`src/rtl/fetch_unit_pkg.sv`:
```
// Shared CPU definitions used by the fetch stage: data widths, fetch FSM
// encodings and the PC alignment helper.
package fetch_unit_pkg;

  localparam int INSTR_W = 32;
  localparam int ADDR_W  = 32;

  localparam logic [ADDR_W-1:0] PC_STEP = 32'd4;

  typedef enum logic [1:0] {
    ST_IDLE = 2'd0,
    ST_REQ  = 2'd1,
    ST_HOLD = 2'd2
  } fetch_state_e;

  // Instructions are word aligned, so the two low address bits never reach memory.
  function automatic logic [ADDR_W-1:0] align_pc(input logic [ADDR_W-1:0] addr);
    return {addr[ADDR_W-1:2], 2'b00};
  endfunction

endpackage

```
`src/rtl/fetch_unit_pc_reg.sv`:
```
// Program counter with next-PC selection: sequential increment, live redirect
// (jump over branch) and a latched redirect target for requests still in flight.
module pc_reg
  import fetch_unit_pkg::*;
#(
  parameter logic [ADDR_W-1:0] RESET_PC = 32'h0000_0000
) (
  input  logic              clk,
  input  logic              rst_n,
  input  logic              advance,
  input  logic              take_redirect,
  input  logic              latch_redirect,
  input  logic              jump,
  input  logic [ADDR_W-1:0] jump_target,
  input  logic              branch_taken,
  input  logic [ADDR_W-1:0] branch_target,
  output logic [ADDR_W-1:0] pc,
  output logic [ADDR_W-1:0] pc_plus4,
  output logic              redirect,
  output logic              redirect_pend
);

  logic [ADDR_W-1:0] live_target;
  logic [ADDR_W-1:0] pend_target;

  assign redirect    = jump | branch_taken;
  assign live_target = align_pc(jump ? jump_target : branch_target);
  assign pc_plus4    = pc + PC_STEP;

  // A same-cycle redirect is newer than anything latched, so it wins on load.
  always_ff @(posedge clk or negedge rst_n) begin
    if (!rst_n) begin
      pc            <= align_pc(RESET_PC);
      pend_target   <= '0;
      redirect_pend <= 1'b0;
    end else if (take_redirect) begin
      pc            <= redirect ? live_target : pend_target;
      redirect_pend <= 1'b0;
    end else if (advance) begin
      pc <= pc_plus4;
    end else if (latch_redirect) begin
      pend_target   <= live_target;
      redirect_pend <= 1'b1;
    end
  end

endmodule

```
`src/rtl/fetch_unit.sv`:
```
// Instruction fetch stage: issues one memory request per instruction and holds
// the returned word for decode, honouring stalls and jump/branch redirects.
//
// state   | meaning
// IDLE    | first cycle out of reset, no request
// REQ     | imem_req high at PC, waiting for imem_ack
// HOLD    | if_* valid, waiting for decode to accept or a redirect
module fetch_unit
  import fetch_unit_pkg::*;
#(
  parameter logic [ADDR_W-1:0] RESET_PC = 32'h0000_0000
) (
  input  logic               clk,
  input  logic               rst_n,
  input  logic               stall,
  input  logic               branch_taken,
  input  logic [ADDR_W-1:0]  branch_target,
  input  logic               jump,
  input  logic [ADDR_W-1:0]  jump_target,
  output logic               imem_req,
  output logic [ADDR_W-1:0]  imem_addr,
  input  logic               imem_ack,
  input  logic [INSTR_W-1:0] imem_rdata,
  output logic               if_valid,
  output logic [ADDR_W-1:0]  if_pc,
  output logic [INSTR_W-1:0] if_instr,
  output logic [ADDR_W-1:0]  if_pc_plus4
);

  fetch_state_e      state, state_next;
  logic [ADDR_W-1:0] pc;
  logic [ADDR_W-1:0] pc_plus4;
  logic              redirect;
  logic              redirect_pend;
  logic              advance;
  logic              take_redirect;
  logic              latch_redirect;
  logic              capture;
  logic              clear_valid;

  pc_reg #(
    .RESET_PC (RESET_PC)
  ) u_pc_reg (
    .clk            (clk),
    .rst_n          (rst_n),
    .advance        (advance),
    .take_redirect  (take_redirect),
    .latch_redirect (latch_redirect),
    .jump           (jump),
    .jump_target    (jump_target),
    .branch_taken   (branch_taken),
    .branch_target  (branch_target),
    .pc             (pc),
    .pc_plus4       (pc_plus4),
    .redirect       (redirect),
    .redirect_pend  (redirect_pend)
  );

  always_ff @(posedge clk or negedge rst_n) begin
    if (!rst_n) state <= ST_IDLE;
    else        state <= state_next;
  end

  always_comb begin
    state_next     = state;
    advance        = 1'b0;
    take_redirect  = 1'b0;
    latch_redirect = 1'b0;
    capture        = 1'b0;
    clear_valid    = 1'b0;
    case (state)
      ST_IDLE: state_next = ST_REQ;
      ST_REQ: begin
        if (imem_ack) begin
          // Data fetched from the stale path is dropped; re-request at the target.
          if (redirect_pend || redirect) begin
            take_redirect = 1'b1;
          end else begin
            capture    = 1'b1;
            state_next = ST_HOLD;
          end
        end else if (redirect) begin
          latch_redirect = 1'b1;
        end
      end
      ST_HOLD: begin
        if (redirect) begin
          take_redirect = 1'b1;
          clear_valid   = 1'b1;
          state_next    = ST_REQ;
        end else if (!stall) begin
          advance     = 1'b1;
          clear_valid = 1'b1;
          state_next  = ST_REQ;
        end
      end
      default: state_next = ST_IDLE;
    endcase
  end

  always_ff @(posedge clk or negedge rst_n) begin
    if (!rst_n) begin
      if_valid    <= 1'b0;
      if_pc       <= '0;
      if_instr    <= '0;
      if_pc_plus4 <= '0;
    end else if (capture) begin
      if_valid    <= 1'b1;
      if_pc       <= pc;
      if_instr    <= imem_rdata;
      if_pc_plus4 <= pc_plus4;
    end else if (clear_valid) begin
      if_valid <= 1'b0;
    end
  end

  assign imem_req  = (state == ST_REQ);
  assign imem_addr = pc;

endmodule

```
`config.mk`:
```
export PLATFORM = sky130hd
export DESIGN_NAME = fetch_unit
export DESIGN_NICKNAME = d
export VERILOG_FILES = /design/src/rtl/fetch_unit_pkg.sv /design/src/rtl/fetch_unit_pc_reg.sv /design/src/rtl/fetch_unit.sv
export SDC_FILE = /design/constraint.sdc
export NUM_CORES = 1
export LEC_CHECK = 0
export CAP_MARGIN = 25
export CELL_PAD_IN_SITES_DETAIL_PLACEMENT = 1
export CELL_PAD_IN_SITES_GLOBAL_PLACEMENT = 1
export CORE_UTILIZATION = 39
export CTS_BUF_LIST = sky130_fd_sc_hd__clkbuf_8 sky130_fd_sc_hd__clkbuf_16
export DETAILED_ROUTE_END_ITERATION = 6
export PLACE_DENSITY = 0.94
export SLEW_MARGIN = 20
export SYNTH_ARGS = -nofsm -noshare
export SYNTH_HDL_FRONTEND = slang
export SYNTH_SLANG_ARGS = --single-unit
```
`constraint.sdc`:
```
create_clock -name clk -period 4 [get_ports clk]
set_clock_uncertainty 0.2 [all_clocks]
set_input_delay 0.4 -clock clk [delete_from_list [all_inputs] [get_ports clk]]
set_output_delay 0.4 -clock clk [all_outputs]
set_load 0.02 [all_outputs]
```
Word level (Yosys, flattened, before mapping)
Index checks and enable logic that the tools add are counted.
{"block": "classes", "add_sub_neg": 1, "n_eq_ne": 6, "mux": 28, "n_bitwise": 3, "reduce_logical": 8}
{"operator": "$mux 32", "n": 4}
{"operator": "$add 32x3->32 const B", "n": 1}
{"operator": "$mux 1", "n": 18}
{"operator": "$mux 2", "n": 4}
{"operator": "$pmux 2 s3", "n": 1}
{"operator": "$reduce_and 3->1", "n": 2}
{"operator": "$reduce_bool 2->1", "n": 3}
{"operator": "$ne 2x1->1 const B", "n": 2}
{"operator": "$ne 3x3->1 const B", "n": 1}
{"operator": "$eq 2x1->1 const B", "n": 1}
{"operator": "$eq 2x2->1 const B", "n": 1}
{"operator": "$logic_not 2->1", "n": 1}
{"operator": "$ne 2x2->1 const B", "n": 1}
{"operator": "$not 1->1", "n": 2}
{"operator": "$pmux 1 s2", "n": 1}
{"operator": "$reduce_and 2->1", "n": 1}
{"operator": "$logic_or 1x1->1", "n": 1}
{"operator": "$or 1x1->1", "n": 1}
{"block": "totals", "reg_bits": 162, "in_bits": 102, "out_inout_bits": 130, "elab_cells": 54}

Longest topological paths before layout
Gate-level depths: netlist of run 1.
{"block": "depth", "ltp_word": 7, "depth_mapped": 8}

By module
From an unflattened synthesis of run 1, not the netlist that was laid out.
{"block": "hier_totals", "cells_unflattened": 751, "area_unflattened_um2": 7967.6}
{"mod": "pc_reg", "n_inst": 1, "cells_each": 522, "area_per_inst_um2": 4166.5}
{"mod": "fetch_unit", "n_inst": 1, "cells_each": 229, "area_per_inst_um2": 3801.1}

Least setup slack after synthesis of run 1
Ideal clock, no wire load.
{"block": "synth_timing", "path_kind": "reg-to-reg", "start": "register state[1]", "end": "register u_pc_reg.pc[19]", "setup_time_ps": 137, "arrival_ps": 1999, "t_required_ps": 3663, "path_slack_ps": 1664, "stages_incl_launch_ff": 9, "path_cell_list": "dfrtp_1 -> inv_1 -> ha_1 -> nand4_1 -> nand2_2 -> clkbuf_1 -> nor2_1 -> a222oi_1 -> o31ai_1"}
{"block": "synth_between", "elab_chain_cells": 3, "word_cells_on_any_way": 6}
{"item": "start, declared", "line_no": "fetch_unit.sv:30", "rtl": "fetch_state_e state, state_next;"}
{"item": "start signal, assigned", "line_no": "fetch_unit.sv:61", "rtl": "else state <= state_next;"}
{"item": "$eq 2x1->1 *"}
{"item": "named net imem_req", "line_no": "fetch_unit.sv:20", "rtl": "output logic imem_req,"}
{"item": "$pmux 1 s2 *", "line_no": "fetch_unit.sv:71", "rtl": "case (state)"}
{"item": "$mux 32 or $reduce_bool 2->1 (tied branches)"}
{"item": "end signal, assigned", "line_no": "fetch_unit_pc_reg.sv:33", "rtl": "pc <= align_pc(RESET_PC);"}
{"item": "end signal, assigned", "line_no": "fetch_unit_pc_reg.sv:37", "rtl": "pc <= redirect ? live_target : pend_target;"}
{"item": "end signal, assigned", "line_no": "fetch_unit_pc_reg.sv:40", "rtl": "pc <= pc_plus4;"}
{"item": "end, declared", "line_no": "fetch_unit_pc_reg.sv:17", "rtl": "output logic [ADDR_W-1:0] pc,"}
Mark *: on every way through the listed nets, which the timed path passes. The rest lies on a longest branch.
A chain may end at the register's enable or synchronous reset.

Worst setup path in the final report of run 1
{"block": "layout_timing", "start": "register state[0]", "end": "register u_pc_reg.pc[12]"}
{"block": "layout_between", "elab_chain_cells": 3, "word_cells_on_any_way": 6}
{"item": "$eq 2x2->1 or $eq 2x1->1 (tied branches)", "line_no": "fetch_unit.sv:71"}
{"item": "$pmux 1 s2 or $mux 1 (tied branches)", "line_no": "fetch_unit.sv:71"}
{"item": "$mux 32 or $reduce_bool 2->1 (tied branches)"}
Several ways; a longest one is shown, not always the timed one.

==> results_dict.tcl, run 1 <==
set metrics [dict create \
    cp_cell_sequence "inv_1, ha_1, or4b_1, nand2_1, o21ai_1, a221o_1" \
    finalHoldViolCount 0 \
    drt-pass1-iter-count 5 \
    synth_compound_area_frac 0.117 \
    yosys_warnings 0 \
    period_needed_ns 2.74 \
    dieArea_um2 20400 \
    critPathBufInv 1 \
    grt_max_degree 127 \
    post_drt_wl_per_cell_um 19.1 \
    worst_pin_slew_ns 0.772 \
    hpwl_um 16900 \
    fin_area_um2 10700 \
    seqPwrFrac 0.358 \
    synth-main-ff-cell "dfrtp_1" \
    layout_commonest_cell "clkdlybuf4s50_1" \
    synthCells 746 \
    clkLatencyLatePin_ns 0.43 \
    max_stage_delay_ns 0.82 \
    final.period_utilization 0.686 \
    grt_util_all_layers 0.234 \
    htreeDepth 4 \
    hold_class "flip-flop to flip-flop" \
    avgSynthCellArea_um2 10.4 \
    power.density_nw_per_um2 759 \
    n_fill_cell 2106 \
    internal_power_mw 4.87 \
    largest_reg_flops 32 \
    totalPowerFinal_mw 8.14 \
    drive_gt1_frac 0.121 \
    layout_common_cells "clkdlybuf4s50_1, dfrtp_1, nand2_1" \
    synth_top_area_frac 0.504 \
    grt_pass1_vias 6658 \
    cts_inserted_buffers 17 \
    gp_congestion 0.814 \
    cp.depth 6 \
    wirelength_um 23400 \
    first_iter_violations 356 \
    reg2regPathDepth 6 \
    ir_drop_uv 400 \
    criticalPathCategory "flip-flop to flip-flop" \
    comb_power_share 0.445 \
    cts-root-buf "clkbuf_16" \
    slew_headroom 0.485 \
    drc 0 \
    wl_met2_um 11700 \
    start_kind "flip-flop" \
    crit_end "u_pc_reg.pc[12]" \
    crit_family "simple AND/OR/NAND/NOR gates" \
    outcome "finished clean" \
    ys_seq_area_frac 0.504 \
    top_layer "met4" \
    antenna_found_initial 0 \
    initial_utilization 0.398 \
    leakage_nw 4.58 \
    synth_top_family_by_area "multiplexers" \
    synth_seq_cells 156 \
    timing.rr.start "state[0]" \
    power_frac_clock 0.197 \
    fmax_mhz 364 \
    synth.cell_area_um2 7750 \
    critPathArrivalTime_ns 2.85 \
    drv_slew 0 \
    synth_xor_xnor_area_share 0.0384 \
    synthTopCellsByArea "dfrtp_1, mux2_2, mux2i_1, nand2_1, o21ai_0" \
    detail-route-antenna-nets 0 \
    yosysTopAreaCell "dfrtp_1" \
    synth_edf_count 0 \
    fin_nets 1052 \
    yosys.area_share.simple 0.132 \
    switchingPower_mw 3.26 \
    worstSetupEndpointType "flip-flop" \
    crit_start "state[0]" \
    cts_tree "built" \
    grt_overflow 0 \
    crit_path_max_fanout 16 \
    drt-met1-wl_um 10000 \
    vias 6468 \
    place_area_um2 10100 \
    synthAdderAreaFrac 0.00646 \
    num_rows 51 \
    clock-sinks 156 \
    die_w_um 143 \
    grt_pass1_wl_um 36400 \
    r2r_setup_slack_ns 1.26 \
    vias_per_cell 5.28 \
    setup_viol 0 \
    async_reset_ff_frac 1.00 \
    worstPathRequired_ns 4.10 \
    core_um2 19500 \
    top_register "if_instr" \
    port_buffers 221 \
    area_delta_synth_final_pct 38.4 \
    clk_path_buf_depth 2 \
    ys_types 49 \
    crit_path_top_delay_cell "or4b_1" \
    cts.clk_slew.worst_paths_ns 0.07 \
    p_sw_frac 0.401 \
    post_cts_resized 0 \
    die_y_um 143 \
    grt_setup_unrepaired "no" \
    io_pins 232 \
    maxCapViolations 0 \
    wl_met3_um 1200 \
    worstReg2RegEnd "u_pc_reg.pc[12]" \
    fin_setup_tns_ns 0 \
    antenna_cells 0 \
    synth_mux_area_frac 0.165 \
]
==> layout make-up <==
class / instances / area, um^2 / area share
clock inverters: 15 / 153 / 0.0142
well taps: 265 / 332 / 0.0309
multi-input cells: 532 / 3590 / 0.334
flip-flops and latches: 156 / 3900 / 0.364
inverters: 8 / 30.0 / 0.00280
repair buffers: 231 / 2300 / 0.214
clock buffers: 17 / 425 / 0.0397
==> worst min path at each step <==
stage	start	to	slack, ns	depth (start not counted)
6_report	u_pc_reg.pend_target[20]	u_pc_reg.pend_target[20]	0.28	2
5_1_grt	u_pc_reg.pend_target[23]	u_pc_reg.pend_target[23]	0.31	2
4_1_cts	u_pc_reg.pend_target[23]	u_pc_reg.pend_target[23]	0.28	2
3_5_place_dp	if_pc_plus4[11]	if_pc_plus4[11]	0.27	2
3_3_place_gp	if_valid	if_valid	0.26	2
2_1_floorplan	rst_n	if_instr[0]	-0.1	0
==> stage by stage <==
| stage | util | setup slack (ns) | instances | hold WS [ns] |
|---|---|---|---|---|
| final | 0.551 | 1.26 | 1224 | 0.282 |
| after global routing | 0.551 | 1.12 | 1224 | 0.307 |
| after CTS | 0.551 | 1.26 | 1224 | 0.285 |
| after detailed placement | 0.521 | 1.13 | 1191 | 0.269 |
| after global placement | 0.521 | 1.23 | 1191 | 0.259 |
| after floorplan | - | 1.66 | 751 | -0.0956 |
==> power groups by stage <==
stage,Clock (mW),Sequential [mW],Combinational [mW]
after floorplan,0,3.40,1.35
after global placement,0,2.84,3.49
after detailed placement,0,2.93,3.62
after CTS,1.63,2.91,3.66
after global routing,1.69,3.00,3.88
final,1.61,2.91,3.62
==> worst register-to-register path: cells and delay by family, from the launching register on <==
kind | cells | cell delay, ns
adders and majority gates | 1 | 0.29
buffers and inverters | 1 | 0.10
AOI/OAI and AO/OA | 2 | 0.49
DFF | 1 | 0.41
and+or+nand+nor | 2 | 1.13
==> cell families after synthesis <==
family	Yosys count
multiplexers	120
AND/OR/NAND/NOR	213
AO/OA/AOI/OAI	155
adder cells (fa/ha/maj)	4
flip-flops	156
buffers and inverters	63
other	1
XOR/XNOR	34
==> routing by layer <==
metal	global-route usage	vias up
met4	0.0804	0
met5	0	-
met3	0.0466	22
li1	-	3005
met2	0.399	188
met1	0.294	3253
==> cells in the mapped netlist (9+ instances only) <==
| library cell | number |
|---|---|
| mux2i_1 | 60 |
| nand3_1 | 14 |
| nor2_1 | 36 |
| o21ai_1 | 27 |
| nand2_1 | 126 |
| xnor2_1 | 16 |
| xor2_1 | 18 |
| buf_2 | 15 |
| a21oi_1 | 18 |
| dfrtp_1 | 156 |
| clkbuf_1 | 32 |
| mux2_2 | 59 |
| nand4_1 | 9 |
| o21ai_0 | 70 |
==> timing repair <==
item / CTS / global route
buffers inserted: 0 / 0
hold buffers: 1 / 0
setup endpoints to repair: 0 / 0
endpoints found under the hold margin: 76 / 0
Power figures use the tool's default switching activity.
==> inputs of run 2 (changes only) <==
Settings changed: CORE_UTILIZATION 39 to 33, PLACE_DENSITY 0.94 to 0.86.
Clock period 4 ns to 2.2 ns, I/O delays scaled along.
==> run 2 against run 1 <==
  * First-iteration DRC count decreased by 12%
  * Critical path depth increased by 1
  * Clock power increased by 81%
  * Die area increased by 18%
  * Setup slack got worse by 1.2 ns
  * Maximum frequency increased by 25%
  * Worst hold slack got worse by 0.15 ns
  * Largest power group unchanged
==> results_dict.tcl, run 2 (synthesized netlist as in run 1, its figures left out) <==
set metrics [dict create \
    fin_nets 1109 \
    clock-sinks 156 \
    grt_pass1_vias 7060 \
    vias_per_cell 5.00 \
    drt-pass1-iter-count 4 \
    detail-route-antenna-nets 0 \
    setup_viol 0 \
    vias 6643 \
    totalPowerFinal_mw 15.5 \
    fmax_mhz 456 \
    io_pins 232 \
    period_needed_ns 2.19 \
    comb_power_share 0.488 \
    post_drt_wl_per_cell_um 19.0 \
    layout_commonest_cell "clkdlybuf4s50_1" \
    antenna_cells 0 \
    grt_pass1_wl_um 39500 \
    drive_gt1_frac 0.185 \
    dieArea_um2 24100 \
    worst_pin_slew_ns 0.565 \
    worstReg2RegEnd "u_pc_reg.pc[15]" \
    drc 0 \
    power.density_nw_per_um2 1360 \
    worstSetupEndpointType "flip-flop" \
    n_fill_cell 2507 \
    antenna_found_initial 0 \
    layout_common_cells "clkdlybuf4s50_1, dfrtp_1, nand2_1" \
    r2r_setup_slack_ns 0.007 \
    internal_power_mw 9.38 \
    drv_slew 0 \
    clkLatencyLatePin_ns 0.43 \
    die_w_um 155 \
    gp_congestion 0.825 \
    criticalPathCategory "flip-flop to flip-flop" \
    first_iter_violations 315 \
    initial_utilization 0.339 \
    grt_max_degree 74 \
    start_kind "flip-flop" \
    cts.clk_slew.worst_paths_ns 0.07 \
    worstPathRequired_ns 2.30 \
    instances_no_fill 1329 \
    cts_inserted_buffers 17 \
    cts_tree "built" \
    wirelength_um 25300 \
    die_y_um 155 \
    timing.rr.start "state[0]" \
    grt_util_all_layers 0.212 \
    critPathArrivalTime_ns 2.29 \
    final.period_utilization 0.997 \
    switchingPower_mw 6.08 \
    maxCapViolations 0 \
    hold_class "input pin to async pin" \
    clk_path_buf_depth 2 \
    core_um2 22800 \
    slew_headroom 0.624 \
    area_delta_synth_final_pct 47.2 \
    crit_path_max_fanout 6 \
    finalHoldViolCount 0 \
    top_register "if_instr" \
    hpwl_um 19000 \
    largest_reg_flops 32 \
    port_buffers 221 \
    htreeDepth 4 \
    reg2regPathDepth 7 \
    outcome "finished clean" \
    p_sw_frac 0.394 \
    cts-root-buf "clkbuf_16" \
    ir_drop_uv 729 \
    power_frac_clock 0.188 \
    grt_overflow 0 \
    dp_cells 1291 \
    num_rows 55 \
    seqPwrFrac 0.323 \
    grt_setup_unrepaired "yes" \
    leakage_nw 4.94 \
]
-- run 2: cell count changes in the layout (fill, tap and decap cells not counted), sizes merged --
cell	previous run	this run
buf	12	69
inv	17	11
clkinv	3	7
clkbuf	17	20
clkdlybuf4s50	218	217
clkinvlp	2	1
dlygate4sd2	0	1
-- run 2: metrics by stage --
| stage | TNS, ns | utilization | setup WS, ns | hold slack (ns) | area [um^2] |
|---|---|---|---|---|---|
| 6_report | 0 | 0.499 | 0.00658 | 0.131 | 11400 |
| 5_1_grt | -0.509 | 0.499 | -0.0889 | 0.178 | 11400 |
| 4_1_cts | 0 | 0.495 | 0.00574 | 0.134 | 11300 |
| 3_3_place_gp | -0.0742 | 0.469 | -0.0300 | 0.0301 | 10700 |
| 2_1_floorplan | -0.00883 | - | -0.00883 | -0.276 | 7790 |
| 3_5_place_dp | -0.264 | 0.469 | -0.0639 | 0.0316 | 10700 |
-- run 2: final cells by class --
cell class | instances | area [um^2] | area share
tap | 313 | 392 | 0.0343
clock buffer | 20 | 467 | 0.0409
timing repair buffer | 288 | 2830 | 0.248
clock inverter | 12 | 113 | 0.00987
inverter | 8 | 30.0 | 0.00263
multi-input combinational | 532 | 3670 | 0.322
sequential | 156 | 3900 | 0.342
-- run 2: worst max-delay path, cell delays in order, from the launching register on --
cell      delay [ns]
dfrtp_1         0.39
inv_2           0.09
ha_2            0.22
or4b_4          0.54
nor4_4          0.31
a21oi_1         0.14
nand2_1         0.09
o211ai_1        0.09
-- run 2: worst max-delay path by stage --
| stage | startpoint | to | slack, ns | depth (start not counted) |
|---|---|---|---|---|
| floorplan | state[0] | u_pc_reg.pc[19] | -0.009 | 8 |
| global placement | stall | u_pc_reg.pc[12] | -0.03 | 5 |
| detailed placement | stall | u_pc_reg.pc[12] | -0.06 | 5 |
| CTS | state[0] | u_pc_reg.pc[31] | 0.006 | 7 |
| global route | state[1] | u_pc_reg.pc[10] | -0.09 | 8 |
| finish | state[0] | u_pc_reg.pc[15] | 0.007 | 7 |
-- run 2: power groups by stage --
stage | Sequential [mW] | Clock, mW | Combinational [mW]
floorplan | 6.18 | 0 | 2.50
global placement | 4.92 | 0 | 7.18
detailed placement | 5.04 | 0 | 7.44
CTS | 5.00 | 2.97 | 7.50
global route | 5.16 | 3.08 | 8.07
finish | 5.00 | 2.91 | 7.55
-- run 2: routing by layer --
metal  wire length, um  vias up  GRT usage  share of wire
li1                  -     3129          -              -
met1             10900     3263      0.266           0.43
met2             12400      219      0.358           0.49
met3              1340       32     0.0465          0.053
met4               548        0     0.0742          0.022
met5                 0        -          0              0
-- run 2: repair_timing --
item                                   CTS  global route
gates resized for setup                  4            15
cloned                                   0             0
setup endpoints to repair               12            21
buffers inserted                         0             5
hold buffers                             1             0
pin swaps                                1             7
endpoints found under the hold margin   49             0
==> inputs of run 3 (changes only) <==
Settings changed: CORE_MARGIN from default to 10.
==> run 3 against run 2 <==
  * The flow now finishes with violations (negative setup slack)
  * Non-clock buffer count increased by 4
  * Sequential share of layout area down 0.11 points
  * Final area up 0.32%
  * Die area increased by 25%
  * Critical path type unchanged
==> results_dict.tcl, run 3 (synthesized netlist as in run 1, its figures left out) <==
set metrics [dict create \
    worstPathRequired_ns 2.30 \
    port_buffers 221 \
    grt_use_met3 0.0407 \
    criticalPathCategory "flip-flop to flip-flop" \
    detail-route-antenna-nets 0 \
    gp_congestion 0.868 \
    num_rows 56 \
    wirelength_um 27000 \
    htreeDepth 4 \
    max_stage_delay_ns 0.52 \
    layout_common_cells "clkdlybuf4s50_1, dfrtp_1, nand2_1" \
    maxCapViolations 0 \
    regArea_um2 3900 \
    n_fill_cell 2550 \
    totalPowerFinal_mw 15.6 \
    largest_reg_flops 32 \
    outcome "finished, violations left" \
    final.period_utilization 1.00 \
    hold_class "input pin to async pin" \
    post_drt_wl_per_cell_um 20.1 \
    timing.hold.ws_ns 0.0990 \
    die_w_um 173 \
    crit_path_top_delay_cell "or4b_4" \
    slew_headroom 0.621 \
    cts-root-buf "clkbuf_16" \
    hpwl_um 20400 \
    worst_pin_slew_ns 0.568 \
    antenna_found_initial 0 \
    antenna_cells 0 \
    place_area_um2 10700 \
    io_pins 232 \
    setup_viol 1 \
    finalHoldViolCount 0 \
    fin_setup_tns_ns -0.00174 \
    crit_path_max_fanout 6 \
    start_kind "flip-flop" \
    initial_utilization 0.333 \
    top_register "if_instr" \
    busiest_layer "met2" \
    violations "negative setup slack" \
    die_y_um 173 \
    fin_nets 1113 \
    first_iter_violations 531 \
    drv_slew 0 \
    multi_input_area_um2 3680 \
    worstSetupEndpointType "flip-flop" \
    area_delta_synth_final_pct 47.6 \
    cts.clk_slew.worst_paths_ns 0.07 \
    finalWorstSetupSlack_ns -0.00174 \
    ir_drop_uv 519 \
    cts_inserted_buffers 17 \
    core_um2 23300 \
    grtUsageMet1 0.219 \
    period_needed_ns 2.20 \
    drt-pass1-iter-count 4 \
    critPathArrivalTime_ns 2.30 \
    dieArea_um2 30000 \
    fin_area_um2 11400 \
    cts_tree "built" \
    grt_util_all_layers 0.175 \
    vias_per_cell 5.01 \
    grt_overflow 0 \
    met2_usage 0.290 \
    drc 0 \
    vias 6702 \
    grt_pass1_wl_um 42100 \
    grt_max_degree 76 \
    layout_commonest_cell "clkdlybuf4s50_1" \
    grt_pass1_vias 7168 \
    power.density_nw_per_um2 1360 \
    clkLatencyLatePin_ns 0.43 \
    grt_setup_unrepaired "yes" \
    drive_gt1_frac 0.188 \
    fmax_mhz 454 \
    clock-sinks 156 \
    cp_cell_sequence "buf_4, ha_4, or4b_4, nor4_4, a21oi_1, nand2_1, o211ai_1" \
    clk_path_buf_depth 2 \
    leakage_nw 4.96 \
]
[run 3: changes by cell type in the layout (fill, tap and decap cells not counted), moves of 2 or more]
cell      change
clkbuf_8      -3
clkinv_4      -3
buf_4         +6
inv_6         +4
buf_12        -3
clkinv_8      +3
inv_8         +4
clkinv_2      -2
[run 3: timing repair]
action,in CTS,in global routing
pin swaps,0,13
hold buffers,1,0
cloned,0,1
endpoints found under the setup margin,15,19
endpoints found under the hold margin,99,0
resized for setup,6,13
buffers inserted,0,11
[run 3: layer usage]
layer  part of all wire  vias up
li1                   -     3133
met1               0.44     3338
met2               0.49      195
met3              0.045       36
met4              0.026        0
met5                  0        -
[run 3: layout make-up]
type	instances	area share
multi-input combinational	532	0.322
clock buffer	17	0.0372
timing repair buffer	292	0.248
inverter	8	0.00262
clock inverter	15	0.0143
sequential	156	0.341
tap	319	0.0349
[run 3: where the power goes]
part	leakage [nW]	switching [mW]	internal, mW
logic	2.71	4.06	3.59
registers	1.95	0.835	4.15
clock network	0.290	1.41	1.53
total	4.96	6.31	9.27
[run 3: worst paths after layout]
path	depth (start not counted)	slack, ns	startpoint	to
worst min register to register	2	0.28	if_pc_plus4[10]	if_pc_plus4[10]
worst max register to register	7	-0.002	state[1]	u_pc_reg.pc[15]
min in group clk	4	0.11	jump	state[1]
worst max-delay path	7	-0.002	state[1]	u_pc_reg.pc[15]
worst min-delay path	2	0.1	rst_n	if_pc_plus4[26]
max in group asynchronous	3	0.90	rst_n	if_pc[17]
[run 3: critical path, delay by kind of cell, from the launching register on]
kind | cells | cell delay, ns
compound gates | 2 | 0.21
fa+ha+maj | 1 | 0.14
buf+inv | 1 | 0.14
flops | 1 | 0.40
simple gates | 3 | 0.97
[run 3: metrics by stage]
step           setup WS [ns]   util  cells
2_1_floorplan       -0.00883      -    751
3_3_place_gp         -0.0287  0.458   1294
3_5_place_dp         -0.0512  0.458   1294
4_1_cts              0.00590  0.485   1327
5_1_grt               -0.101  0.492   1339
6_report            -0.00174  0.492   1339
